### config.mk
export PLATFORM = sky130hd
export DESIGN_NAME = seg_display_scan
export DESIGN_NICKNAME = d
export VERILOG_FILES = /design/src/rtl/seg_pkg.sv /design/src/rtl/hex_to_seg.sv /design/src/rtl/seg_display_scan.sv
export SDC_FILE = /design/constraint.sdc
export NUM_CORES = 1
export LEC_CHECK = 0
export CAP_MARGIN = 20
export CORE_ASPECT_RATIO = 2
export CORE_UTILIZATION = 59
export CTS_CLUSTER_SIZE = 10
export DETAILED_ROUTE_END_ITERATION = 12
export PLACE_DENSITY = 0.93
export SYNTH_ARGS = -nofsm -noshare
export SYNTH_HDL_FRONTEND = slang
export SYNTH_SLANG_ARGS = --single-unit
### constraint.sdc
create_clock -name clk -period 9.2 [get_ports clk]
set_input_delay 2.76 -clock clk [delete_from_list [all_inputs] [get_ports clk]]
set_output_delay 2.76 -clock clk [all_outputs]
set_load 0.005 [all_outputs]
### src/rtl/seg_pkg.sv
// rtl/seg_pkg.sv - shared types and segment constants for the 7-segment scanner
package seg_pkg;

    typedef enum logic {
        ST_BLANK = 1'b0,
        ST_ON    = 1'b1
    } scan_state_e;

    localparam logic [6:0] SEG_OFF = 7'h7F;

    // Active-low a..g (bit0 = a, bit6 = g); b and d are lowercase shapes
    localparam logic [6:0] SEG_0 = 7'h40;
    localparam logic [6:0] SEG_1 = 7'h79;
    localparam logic [6:0] SEG_2 = 7'h24;
    localparam logic [6:0] SEG_3 = 7'h30;
    localparam logic [6:0] SEG_4 = 7'h19;
    localparam logic [6:0] SEG_5 = 7'h12;
    localparam logic [6:0] SEG_6 = 7'h02;
    localparam logic [6:0] SEG_7 = 7'h78;
    localparam logic [6:0] SEG_8 = 7'h00;
    localparam logic [6:0] SEG_9 = 7'h10;
    localparam logic [6:0] SEG_A = 7'h08;
    localparam logic [6:0] SEG_B = 7'h03;
    localparam logic [6:0] SEG_C = 7'h46;
    localparam logic [6:0] SEG_D = 7'h21;
    localparam logic [6:0] SEG_E = 7'h06;
    localparam logic [6:0] SEG_F = 7'h0E;

endpackage

### src/rtl/hex_to_seg.sv
// rtl/hex_to_seg.sv - hex nibble to active-low 7-segment pattern
module hex_to_seg
    import seg_pkg::*;
(
    input  logic [3:0] nibble,
    output logic [6:0] seg_n
);

    always_comb begin
        seg_n = SEG_OFF;
        case (nibble)
            4'h0: seg_n = SEG_0;
            4'h1: seg_n = SEG_1;
            4'h2: seg_n = SEG_2;
            4'h3: seg_n = SEG_3;
            4'h4: seg_n = SEG_4;
            4'h5: seg_n = SEG_5;
            4'h6: seg_n = SEG_6;
            4'h7: seg_n = SEG_7;
            4'h8: seg_n = SEG_8;
            4'h9: seg_n = SEG_9;
            4'hA: seg_n = SEG_A;
            4'hB: seg_n = SEG_B;
            4'hC: seg_n = SEG_C;
            4'hD: seg_n = SEG_D;
            4'hE: seg_n = SEG_E;
            4'hF: seg_n = SEG_F;
            default: seg_n = SEG_OFF;
        endcase
    end

endmodule

### src/rtl/seg_display_scan.sv
// rtl/seg_display_scan.sv - multiplexed common-anode display scanner with frame latch
module seg_display_scan
    import seg_pkg::*;
#(
    parameter int unsigned DIGITS       = 3,
    parameter int unsigned DIGIT_CYCLES = 50000,
    parameter int unsigned BLANK_CYCLES = 500
) (
    input  logic                  clk,
    input  logic                  rst_n,
    input  logic [4*DIGITS-1:0]   seg_digits,
    input  logic [DIGITS-1:0]     dp_mask,
    input  logic                  lz_blank,
    output logic [6:0]            seg_n,
    output logic                  dp_n,
    output logic [DIGITS-1:0]     an_n,
    output logic                  frame_tick
);

    localparam int unsigned CNT_W = (DIGIT_CYCLES > 1) ? $clog2(DIGIT_CYCLES) : 1;
    localparam int unsigned IDX_W = (DIGITS > 1) ? $clog2(DIGITS) : 1;

    scan_state_e         state_q, state_d;
    logic [CNT_W-1:0]    cnt_q, cnt_d;
    logic [IDX_W-1:0]    idx_q, idx_d;
    logic [4*DIGITS-1:0] disp_q, disp_d;
    logic [DIGITS-1:0]   dpm_q, dpm_d;

    logic [6:0]          seg_n_q, seg_n_d;
    logic                dp_n_q, dp_n_d;
    logic [DIGITS-1:0]   an_n_q, an_n_d;
    logic                frame_tick_q, frame_tick_d;

    logic [3:0]          nibble_d;
    logic [6:0]          seg_dec;
    logic                upper_zero;
    logic                lit_d;

    always_comb begin
        state_d      = state_q;
        idx_d        = idx_q;
        disp_d       = disp_q;
        dpm_d        = dpm_q;
        frame_tick_d = 1'b0;

        if (cnt_q == CNT_W'(DIGIT_CYCLES - 1)) begin
            cnt_d = '0;
        end else begin
            cnt_d = cnt_q + CNT_W'(1);
        end

        case (state_q)
            ST_BLANK: begin
                if (cnt_q == CNT_W'(BLANK_CYCLES - 1)) begin
                    state_d = ST_ON;
                    // Latch the whole word only at the start of digit 0 so a frame never tears
                    if (idx_q == '0) begin
                        disp_d       = seg_digits;
                        dpm_d        = dp_mask;
                        frame_tick_d = 1'b1;
                    end
                end
            end
            ST_ON: begin
                if (cnt_q == CNT_W'(DIGIT_CYCLES - 1)) begin
                    state_d = ST_BLANK;
                    idx_d   = (idx_q == IDX_W'(DIGITS - 1)) ? '0 : idx_q + IDX_W'(1);
                end
            end
            default: state_d = ST_BLANK;
        endcase
    end

    // Outputs are registered from next-state values so they line up with the state they describe
    always_comb begin
        nibble_d   = disp_d[4*idx_d +: 4];
        upper_zero = 1'b1;
        for (int i = 0; i < int'(DIGITS); i++) begin
            if (i >= int'(idx_d) && disp_d[4*i +: 4] != 4'h0) begin
                upper_zero = 1'b0;
            end
        end
        lit_d  = (state_d == ST_ON) && !(lz_blank && idx_d != '0 && upper_zero);
        an_n_d  = lit_d ? ~(DIGITS'(1) << idx_d) : '1;
        seg_n_d = lit_d ? seg_dec : SEG_OFF;
        dp_n_d  = lit_d ? ~dpm_d[idx_d] : 1'b1;
    end

    hex_to_seg u_hex_to_seg (
        .nibble (nibble_d),
        .seg_n  (seg_dec)
    );

    always_ff @(posedge clk) begin
        if (!rst_n) begin
            state_q      <= ST_BLANK;
            cnt_q        <= '0;
            idx_q        <= '0;
            disp_q       <= '0;
            dpm_q        <= '0;
            seg_n_q      <= SEG_OFF;
            dp_n_q       <= 1'b1;
            an_n_q       <= '1;
            frame_tick_q <= 1'b0;
        end else begin
            state_q      <= state_d;
            cnt_q        <= cnt_d;
            idx_q        <= idx_d;
            disp_q       <= disp_d;
            dpm_q        <= dpm_d;
            seg_n_q      <= seg_n_d;
            dp_n_q       <= dp_n_d;
            an_n_q       <= an_n_d;
            frame_tick_q <= frame_tick_d;
        end
    end

    assign seg_n      = seg_n_q;
    assign dp_n       = dp_n_q;
    assign an_n       = an_n_q;
    assign frame_tick = frame_tick_q;

endmodule

==> impl_results.md <==
* Outcome: finished clean
* Worst Tran Pin Value at 907 ps
* Fillers at 305
* Max Cap Viol at 0
* Post-CTS setup buffers at 0
* Final hold slack at 456 ps
* Syn avg cell area at 8.63 sq um
* Global-route wire length before repair at 8910 um
* R2R cell count at 13
* Worst path required time at 9340 ps
* Share of power burned in registers at 58.7%
* Kind of critical path: input pin to flop
* PwrDens at 124 mW/mm^2
* Commonest cells after routing, fill and taps aside: nand2_1, dfxtp_1, clkdlybuf4s50_1, nor2_1, a21boi_0
* P_int at 0.269 mW
* Worst slew margin at 39.5%
* Final min period at 4560 ps
* Crit path max fanout at 21
* Syn. warnings at 0
* CTS Sinks at 46
* Crit share post-route at 49.6%
* Clk root buf: clkbuf_8
* Synth Instances at 274
* Post-synth EDFFs at 0
* Multi-input gate area at 0.00135 sq mm
* RSZ-0062 raised after global routing: false
* Slowest Stage Delay on Critical Path at 860 ps
* Core Box Area at 0.00384 sq mm
* Post-route DRC at 0
* Via count at 2069
* FF-to-FF Start: cnt_q[0]
* # setup viols final at 0
* Worst-path clk slew at 80 ps
* Main synth FF type: dfxtp_1
* Pins over their slew limit at 0
* Die W at 46.8 um
* Crit path buffers/inverters at 2
* Antenna Nets Post-Route at 0
* Synth area leaders: dfxtp_1, nand2_1, mux2i_1
* Gr usage total at 28.2%
* # diodes at 0
* CTS H-tree depth at 2
* Post-Syn Area at 0.00236 sq mm
* Crit path cell chain: clkdlybuf4s50_1, o21ai_0, inv_1, nand2_1, a41oi_2, o311ai_0
* CP startpoint kind: input pin
* Top-area cell type share of the netlist area at 39.0%
* Share of layout cells above drive strength 1 at 6.35%
* Ys async rst share at 0%
* Starting Density at 61.5%
* Critical path's top delay family: buffers and inverters
* Routed len/inst at 15.6 um
* Clk Latency, worst-skew pair at 300 ps
* Synth cell types at 47
* Leak Pwr at 1.02 nW
* Crit. Startpoint: rst_n
* Psw at 0.0731 mW
* Post-synthesis sequential area ratio at 39.0%
* TritonCTS Buffers at 5
* Max frequency at 219 MHz
* Setup_tns at 0 ps
* Grt total ovfl at 0
* Worst reg-to-reg setup slack at 5290 ps
* Syn Nets at 298
* Post-synth top area cell: dfxtp_1
* Post-CTS resize count at 0
* Detailed Route Iter0 Violations at 30
* Final Hold Fails at 0
* Total power at 0.342 mW
* Register area at 921 sq um
* Die ar. at 0.00428 sq mm
* Critical-path top delay cell: clkdlybuf4s50_1
* WP depth at 6
* Switching Fraction at 21.4%
* Setup crit end kind: flop
* Hold Path Class: flop to flop
* #FFs+latches synth at 46
* First-pass DRT Iterations at 4
* Drt total wl at 5460 um
* Commonest non-fill, non-tap cell in the layout: nand2_1
* I/O pin cnt at 30
* Final Skew at 6.78 ps
* Die height at 91.5 um
* Cell Rows at 32
* Pin count of the biggest net entering global routing at 22
* Port bufs at 29
* Antenna violations before repair at 0
* Max Root-Sink Buffers at 2
* FF-to-FF End: seg_n[4]
* CP endpoint: seg_n[2]
* GP Congestion at 0.856
* Peak VDD IR at 0.161 mV
* Post-DP HPWL at 4100 um
* Clock share of power at 37.1%
* Vias in the first global route at 2033
* Hold buffers post-CTS at 0
* Nets at 322
* Gate power share at 4.2%
* CP arrival at 4700 ps
* CTS tree: done
* P&R area growth vs syn at 16.6%
* DR vias/cell at 5.91
[cell usage after synthesis (all sizes together), types with 2 or more instances]
library cell	number
nand3	13
buf	5
a21oi	4
inv	8
mux2i	14
nand2	48
nor2	26
and2	2
a21boi	16
nor4	6
clkbuf	8
and3	4
nand4	5
nor3	3
o221ai	4
xor2	11
ha	6
nand2b	3
dfxtp	46
o21a	2
xnor2	4
o21ai	11
or4	6
nor2b	3
[power by group through the flow]
| stage | Clock, mW | Sequential [mW] | Combinational, mW |
|---|---|---|---|
| 2_1_floorplan | 0 | 0.205 | 0.00466 |
| 3_3_place_gp | 0 | 0.206 | 0.0140 |
| 3_5_place_dp | 0 | 0.206 | 0.0142 |
| 4_1_cts | 0.128 | 0.201 | 0.0143 |
| 5_1_grt | 0.135 | 0.201 | 0.0153 |
| 6_report | 0.127 | 0.201 | 0.0144 |
[sequential cells by signal (all words and copies together) (netlist names)]
signal and count:
dpm_q 3, cnt_q 16, state_q 1, dp_n 1
frame_tick 1, an_n 3, idx_q 2, disp_q 12
seg_n 7
[per-stage QoR]
stage          util, %  cell area, sq um  setup slack, ps  cells
3_5_place_dp      69.3              2660             4350    342
3_3_place_gp      69.3              2660             4360    342
6_report          71.7              2760             4640    350
4_1_cts           71.7              2760             4660    350
5_1_grt           71.7              2760             4480    350
2_1_floorplan        -              2360             5180    274
[layout make-up]
class,count,share of cell area [%]
inverter,8,1.09
multi-input combinational,207,49.0
clock inverter,1,0.182
timing repair buffer,30,10.8
clock buffer,7,3.13
sequential,46,33.4
tap,51,2.32
[worst min-delay path by stage]
stage | startpoint | depth (start not counted) | endpoint | slack (ps)
2_1_floorplan | cnt_q[0] | 1 | cnt_q[0] | 420
6_report | cnt_q[0] | 1 | cnt_q[0] | 460
5_1_grt | cnt_q[0] | 1 | cnt_q[0] | 470
4_1_cts | cnt_q[0] | 1 | cnt_q[0] | 460
3_5_place_dp | cnt_q[0] | 1 | cnt_q[0] | 450
3_3_place_gp | cnt_q[0] | 1 | cnt_q[0] | 430
[logic make-up after synthesis]
family | synth area share (%)
AND/OR/NAND/NOR | 26.4
flip-flops | 39.0
adder cells (fa/ha/maj) | 3.60
XOR/XNOR | 5.56
multiplexers | 5.93
AO/OA/AOI/OAI | 15.7
buffers and inverters | 3.86
[metal layers]
metal | GRT usage, % | wire length [um] | up-vias | part of all wire, %
li1 | - | - | 1004 | -
met1 | 26.0 | 1910 | 967 | 35
met2 | 50.5 | 3090 | 66 | 57
met3 | 5.17 | 161 | 32 | 2.9
met4 | 18.8 | 297 | 0 | 5.4
met5 | 0 | 0 | - | 0
Note: power is estimated with default switching activity, not from simulation.
